`src/rtl/multicyc_ctrl_unit.sv`:
```
// rtl/multicyc_ctrl_unit.sv - multi-cycle MIPS-style control FSM with retired-instruction counter
module multicyc_ctrl_unit #(
    parameter int CNT_W = 32
) (
    input  logic             iClk,
    input  logic             iRst_n,
    input  logic [5:0]       iOpCode,
    input  logic [5:0]       iFunct,
    input  logic             iMemReady,
    output logic             oPCWrite,
    output logic             oPCWriteCond,
    output logic             oBranchEq,
    output logic [1:0]       oPCSource,
    output logic             oIorD,
    output logic             oMemRead,
    output logic             oMemWrite,
    output logic             oIRWrite,
    output logic             oRegDst,
    output logic             oMemtoReg,
    output logic             oRegWrite,
    output logic             oLink,
    output logic             oALUSrcA,
    output logic [1:0]       oALUSrcB,
    output logic [1:0]       oALUOp,
    output logic             oIllegal,
    output logic [3:0]       oState,
    output logic [CNT_W-1:0] oInstCount
);

    typedef enum logic [3:0] {
        S_IDLE    = 4'd0,  S_FETCH  = 4'd1,  S_DECODE = 4'd2,  S_MEMADDR = 4'd3,
        S_MEMRD   = 4'd4,  S_MEMWB  = 4'd5,  S_MEMWR  = 4'd6,  S_REXEC   = 4'd7,
        S_RWB     = 4'd8,  S_BRANCH = 4'd9,  S_JUMP   = 4'd10, S_JAL     = 4'd11,
        S_JR      = 4'd12, S_IEXEC  = 4'd13, S_IWB    = 4'd14, S_TRAP    = 4'd15
    } state_t;

    typedef struct packed {
        logic       pc_write;
        logic       pc_write_cond;
        logic       branch_eq;
        logic [1:0] pc_source;
        logic       iord;
        logic       mem_read;
        logic       mem_write;
        logic       reg_dst;
        logic       mem_to_reg;
        logic       reg_write;
        logic       link;
        logic       alu_src_a;
        logic [1:0] alu_src_b;
        logic [1:0] alu_op;
        logic       illegal;
    } ctrl_t;

    state_t            state_q, state_d;
    ctrl_t             ctrl_q;
    logic [CNT_W-1:0]  cnt_q;
    logic              retire;
    logic              fetch_ready;

    // Outputs are registered from the next state so they change with oState, not after it.
    function automatic ctrl_t decode_ctrl(input state_t s, input logic [5:0] op);
        ctrl_t c;
        c = '0;
        case (s)
            S_FETCH:   begin c.mem_read = 1'b1; c.alu_src_b = 2'b01; end
            S_DECODE:  c.alu_src_b = 2'b11;
            S_MEMADDR: begin c.alu_src_a = 1'b1; c.alu_src_b = 2'b10; end
            S_MEMRD:   begin c.mem_read = 1'b1; c.iord = 1'b1; end
            S_MEMWB:   begin c.mem_to_reg = 1'b1; c.reg_write = 1'b1; end
            S_MEMWR:   begin c.mem_write = 1'b1; c.iord = 1'b1; end
            S_REXEC:   begin c.alu_src_a = 1'b1; c.alu_op = 2'b10; end
            S_RWB:     begin c.reg_dst = 1'b1; c.reg_write = 1'b1; end
            S_BRANCH:  begin
                c.alu_src_a     = 1'b1;
                c.alu_op        = 2'b01;
                c.pc_write_cond = 1'b1;
                c.pc_source     = 2'b01;
                c.branch_eq     = (op == 6'h04);
            end
            S_JUMP:    begin c.pc_write = 1'b1; c.pc_source = 2'b10; end
            S_JAL:     begin
                c.pc_write  = 1'b1;
                c.pc_source = 2'b10;
                c.reg_write = 1'b1;
                c.link      = 1'b1;
            end
            S_JR:      begin c.pc_write = 1'b1; c.pc_source = 2'b11; end
            S_IEXEC:   begin c.alu_src_a = 1'b1; c.alu_src_b = 2'b10; c.alu_op = 2'b11; end
            S_IWB:     c.reg_write = 1'b1;
            S_TRAP:    c.illegal = 1'b1;
            default:   c = '0;
        endcase
        return c;
    endfunction

    always_comb begin
        state_d = state_q;
        retire  = 1'b0;
        case (state_q)
            S_IDLE:    state_d = S_FETCH;
            S_FETCH:   if (iMemReady) state_d = S_DECODE;
            S_DECODE:  begin
                case (iOpCode)
                    6'h00:                      state_d = (iFunct == 6'h08) ? S_JR : S_REXEC;
                    6'h23, 6'h2b:               state_d = S_MEMADDR;
                    6'h04, 6'h05:               state_d = S_BRANCH;
                    6'h02:                      state_d = S_JUMP;
                    6'h03:                      state_d = S_JAL;
                    6'h08, 6'h09, 6'h0a,
                    6'h0b, 6'h0c, 6'h0f:        state_d = S_IEXEC;
                    default:                    state_d = S_TRAP;
                endcase
            end
            S_MEMADDR: state_d = (iOpCode == 6'h23) ? S_MEMRD : S_MEMWR;
            S_MEMRD:   if (iMemReady) state_d = S_MEMWB;
            S_MEMWR:   if (iMemReady) begin state_d = S_FETCH; retire = 1'b1; end
            S_REXEC:   state_d = S_RWB;
            S_IEXEC:   state_d = S_IWB;
            S_MEMWB, S_RWB, S_IWB, S_BRANCH, S_JUMP, S_JAL, S_JR: begin
                state_d = S_FETCH;
                retire  = 1'b1;
            end
            default:   state_d = state_q;
        endcase
    end

    always_ff @(posedge iClk or negedge iRst_n) begin
        if (!iRst_n) begin
            state_q <= S_IDLE;
            ctrl_q  <= '0;
            cnt_q   <= '0;
        end else begin
            state_q <= state_d;
            ctrl_q  <= decode_ctrl(state_d, iOpCode);
            if (retire) cnt_q <= cnt_q + CNT_W'(1);
        end
    end

    // Instruction fetch completes in the same cycle memory signals ready.
    assign fetch_ready  = (state_q == S_FETCH) && iMemReady;

    assign oPCWrite     = ctrl_q.pc_write | fetch_ready;
    assign oIRWrite     = fetch_ready;
    assign oPCWriteCond = ctrl_q.pc_write_cond;
    assign oBranchEq    = ctrl_q.branch_eq;
    assign oPCSource    = ctrl_q.pc_source;
    assign oIorD        = ctrl_q.iord;
    assign oMemRead     = ctrl_q.mem_read;
    assign oMemWrite    = ctrl_q.mem_write;
    assign oRegDst      = ctrl_q.reg_dst;
    assign oMemtoReg    = ctrl_q.mem_to_reg;
    assign oRegWrite    = ctrl_q.reg_write;
    assign oLink        = ctrl_q.link;
    assign oALUSrcA     = ctrl_q.alu_src_a;
    assign oALUSrcB     = ctrl_q.alu_src_b;
    assign oALUOp       = ctrl_q.alu_op;
    assign oIllegal     = ctrl_q.illegal;
    assign oState       = state_q;
    assign oInstCount   = cnt_q;

endmodule

```
`config.mk`:
```
export PLATFORM = sky130hd
export DESIGN_NAME = multicyc_ctrl_unit
export DESIGN_NICKNAME = d
export VERILOG_FILES = /design/src/rtl/multicyc_ctrl_unit.sv
export SDC_FILE = /design/constraint.sdc
export NUM_CORES = 1
export LEC_CHECK = 0
export BUFFER_PORTS_ARGS = -buffer_cell sky130_fd_sc_hd__buf_2
export CAP_MARGIN = 20
export CORE_MARGIN = 2
export CORE_UTILIZATION = 55
export CTS_BUF_LIST = sky130_fd_sc_hd__clkbuf_16
export CTS_CLUSTER_DIAMETER = 120
export DETAILED_ROUTE_END_ITERATION = 7
export GPL_TIMING_DRIVEN = 0
export PLACE_DENSITY = 0.93
export SYNTH_ARGS = -nofsm -noshare
export SYNTH_HDL_FRONTEND = slang
export SYNTH_SLANG_ARGS = --single-unit
```
`constraint.sdc`:
```
create_clock -name iClk -period 3.2 [get_ports iClk]
set_input_delay 0.16 -clock iClk [delete_from_list [all_inputs] [get_ports iClk]]
set_output_delay 0.16 -clock iClk [all_outputs]
set_load 0.02 [all_outputs]
```
==> impl_metrics.yaml <==
outcome:
  outcome: "completed"
worst_setup_path:
  crit_family: "simple AND/OR/NAND/NOR gates"
  r2r_start: "oState[3]"
  critPathKind: "reg -> reg"
  worstReg2RegEnd: "oInstCount[19]"
  r2r_setup_slack_ns: 1.18
  worst_path_max_delay_cell: "dfrtp_1"
  critPathMaxStageDelay_ns: 0.39
  worst_setup_path_start_kind: "flip-flop"
  cp_max_fo: 10
  crit_path_end_kind: "flip-flop"
  required_ns: 3.37
  cp_num_buf_inv: 2
  arrival_ns: 2.19
  crit_chain: "buf_4, inv_1, o221ai_2, nand2_1, nor2_2, nand4_1, xnor2_1"
  rr_worst_depth: 7
sta:
  grt_setup_unrepaired: "no"
  relSlewSlack_pct: 71.38
  clock.fmax_mhz: 495.3
  fin_skew_ns: 0.005041
  setup_viol_count_final: 0
  slew_violations: 0
  fin_tns_setup_ns: 0
  fin_crit_ns: 2.019
  worst_slew_pin_slew_ns: 0.4253
  finalHoldViolations: 0
  finalCritPeriodShare_pct: 63.10
synthesis:
  synth-edff-count: 0
  synth_top_flop_cell: "dfrtp_1"
  synth_warnings: 0
  synth_cell_type_count: 53
  yosys.area.top_type: "dfrtp_1"
  synth_nets: 279
  synth_top_area_share_pct: 49.54
  postSynthAreaPerCell_um2: 10.37
  synthTopCellsByCount: "dfrtp_1 (54), nand2_1 (32), xnor2_1 (24)"
  synth_area_um2: 2728
  syn_inst: 263
  ys_seq_elements: 54
  ys_top_cells_by_area: "dfrtp_1 (50%), xnor2_1 (7.7%), nand2_1 (4.4%)"
  synth.most_common_cell: "dfrtp_1"
  async_flop_share_pct: 100.0
  yosysSeqAreaShare_pct: 49.54
global_route:
  grt_max_degree: 39
  use_met1_pct: 25.04
  met2_usage_pct: 37.17
  grtUsageTotal_pct: 21.17
  grt_pass1_vias: 2090
  grt_pass1_wl_mm: 9.039
  top_usage_layer: "met2"
  grt_remaining_overflow: 0
  met3_usage_pct: 3.930
  antenna_found_initial: 0
placed_design:
  routabilityCongestion: 0.8769
  hpwl_mm: 4.271
  post_dp_cell_area_um2: 3172
  port_buffers: 68
clock_tree:
  clock_path_buffers: 2
  cts.sinks: 54
  cts_tree: "done"
  numCtsBuffers: 5
  insertion_delay_ns: 0.29
  htree_levels: 2
  clkSlewWorstSetupHoldPaths_ns: 0.07
  post_cts_buffers: 0
  cts_root_buf: "clkbuf_16"
worst_hold_path:
  hold_end: "oBranchEq"
  hold_path_class: "in -> reg"
  hp-start: "iOpCode[0]"
  hold_depth: 2
route:
  wl_per_cell_um: 13.66
  drc: 0
  drtIter0Drc: 141
  drt_wl_total_mm: 5.574
  dr.pass1.iters: 4
  ant_nets: 0
  routed_via_density: 5.488
  num_vias: 2239
power:
  p_leak_nw: 1.655
  ir_worst_vdd_mv: 0.7025
  power_density_nw_per_um2: 807.9
layout:
  nFillCells: 347
  nNetsFinal: 356
  drive_gt1_share_pct: 33.43
  antenna_cells: 0
  post-route-cell-area_um2: 3331
  register_area_um2: 1351
  area_growth_pct: 22.11
  multi_input_area_um2: 1244
job:
  cap_violations: 0
floorplanning:
  die_area_um2: 5538
  die_h_um: 74.42
  placementRows: 25
  io_pins: 70
  die_w_um: 74.42
  fp.coreArea_um2: 4755
  initial_core_util_pct: 57.37
## worst max-delay path by stage
stage	start	end	cells past startpoint
after floorplan	oState[3]	oRegWrite	8
after global placement	oState[2]	oInstCount[19]	6
after detailed placement	oState[2]	oInstCount[19]	6
after CTS	oState[2]	oInstCount[19]	6
after global routing	oState[3]	oInstCount[21]	7
final	oState[3]	oInstCount[19]	7
## worst register-to-register path, delay by kind of cell, from the launching register on
kind	cells	cell delay (ns)
xor gates and xnor gates	1	0.15
and+or+nand+nor	3	0.77
AOI/OAI and AO/OA	1	0.31
buffers and inverters	2	0.28
DFF	1	0.39
## per-layer routing
layer	routed length [µm]	up-vias	part of all wire, %
li1	-	1068	-
met1	2329	1068	42
met2	2827	90	51
met3	290	13	5.2
met4	127	0	2.3
met5	0	-	0
## cell families (layout without fill, tap and decap cells)
group / Yosys count / after routing / share of synthesized area [%]
AOI/OAI and AO/OA: 32 / 32 / 9.449
xor gates and xnor gates: 32 / 32 / 10.28
adders and majority gates: 1 / 1 / 0.4586
buffers and inverters: 26 / 104 / 4.862
DFF: 54 / 54 / 49.54
muxes: 1 / 1 / 0.4128
and+or+nand+nor: 117 / 117 / 25.00
## power breakdown
group / internal, mW / leakage, nW / switching, mW
logic: 0.462 / 0.874 / 0.794
registers: 0.810 / 0.715 / 0.0995
clock network: 0.292 / 0.0664 / 0.233
## metrics by stage
stage               cells  setup WS (ns)  total power, mW  util, %  hold slack, ns
finish                408          1.181            2.691    70.05          0.1790
global route          408          1.012            2.867    70.05          0.1930
CTS                   408          1.182            2.706    70.05          0.1734
detailed placement    399          1.204            2.167    66.71         0.09447
global placement      398          1.249            2.132    66.29          0.4318
floorplan             263          1.306            1.847        -         -0.1356
## area by class of cell
class | instances | area share (%)
plain buffers | 13 | 2.442
clock buffers | 5 | 3.757
clock inverters | 3 | 0.7138
inverters | 13 | 1.540
multi-input cells | 183 | 37.34
flip-flops and latches | 54 | 40.57
well taps | 67 | 2.517
repair buffers | 70 | 11.12
## sequential cells by signal, indices dropped and copies added, names as in the netlist
register and cells:
oInstCount 32, oState 4, oALUOp 2, oALUSrcB 2, oPCSource 2, ctrl_q 1, oALUSrcA 1, oBranchEq 1
oIllegal 1, oIorD 1, oLink 1, oMemRead 1, oMemWrite 1, oMemtoReg 1, oPCWriteCond 1, oRegDst 1
oRegWrite 1
## cell usage in the layout, fill, tap and decap left out, types with 2 or more instances in the layout
cell	count
buf_2	73
dfrtp_1	54
nand2_1	32
xnor2_1	24
nor3_1	12
nand3_1	12
a21oi_1	9
inv_1	8
nor2_1	8
nand4_1	8
and3_1	8
xor2_1	8
buf_4	7
and2_1	5
clkbuf_16	5
o21ai_1	4
inv_2	4
and4_1	4
o21ai_0	3
nor2_2	3
a31oi_1	3
nor2b_1	3
nor4_2	3
nor4_1	3
nor3b_1	2
o21a_1	2
o211ai_1	2
clkinvlp_4	2
## repair_timing
item                      4_1_cts  5_1_grt
hold endpoints to repair       16        0
resized for setup               0        0
hold buffers                    1        0
(Power assumes the default switching activity.)
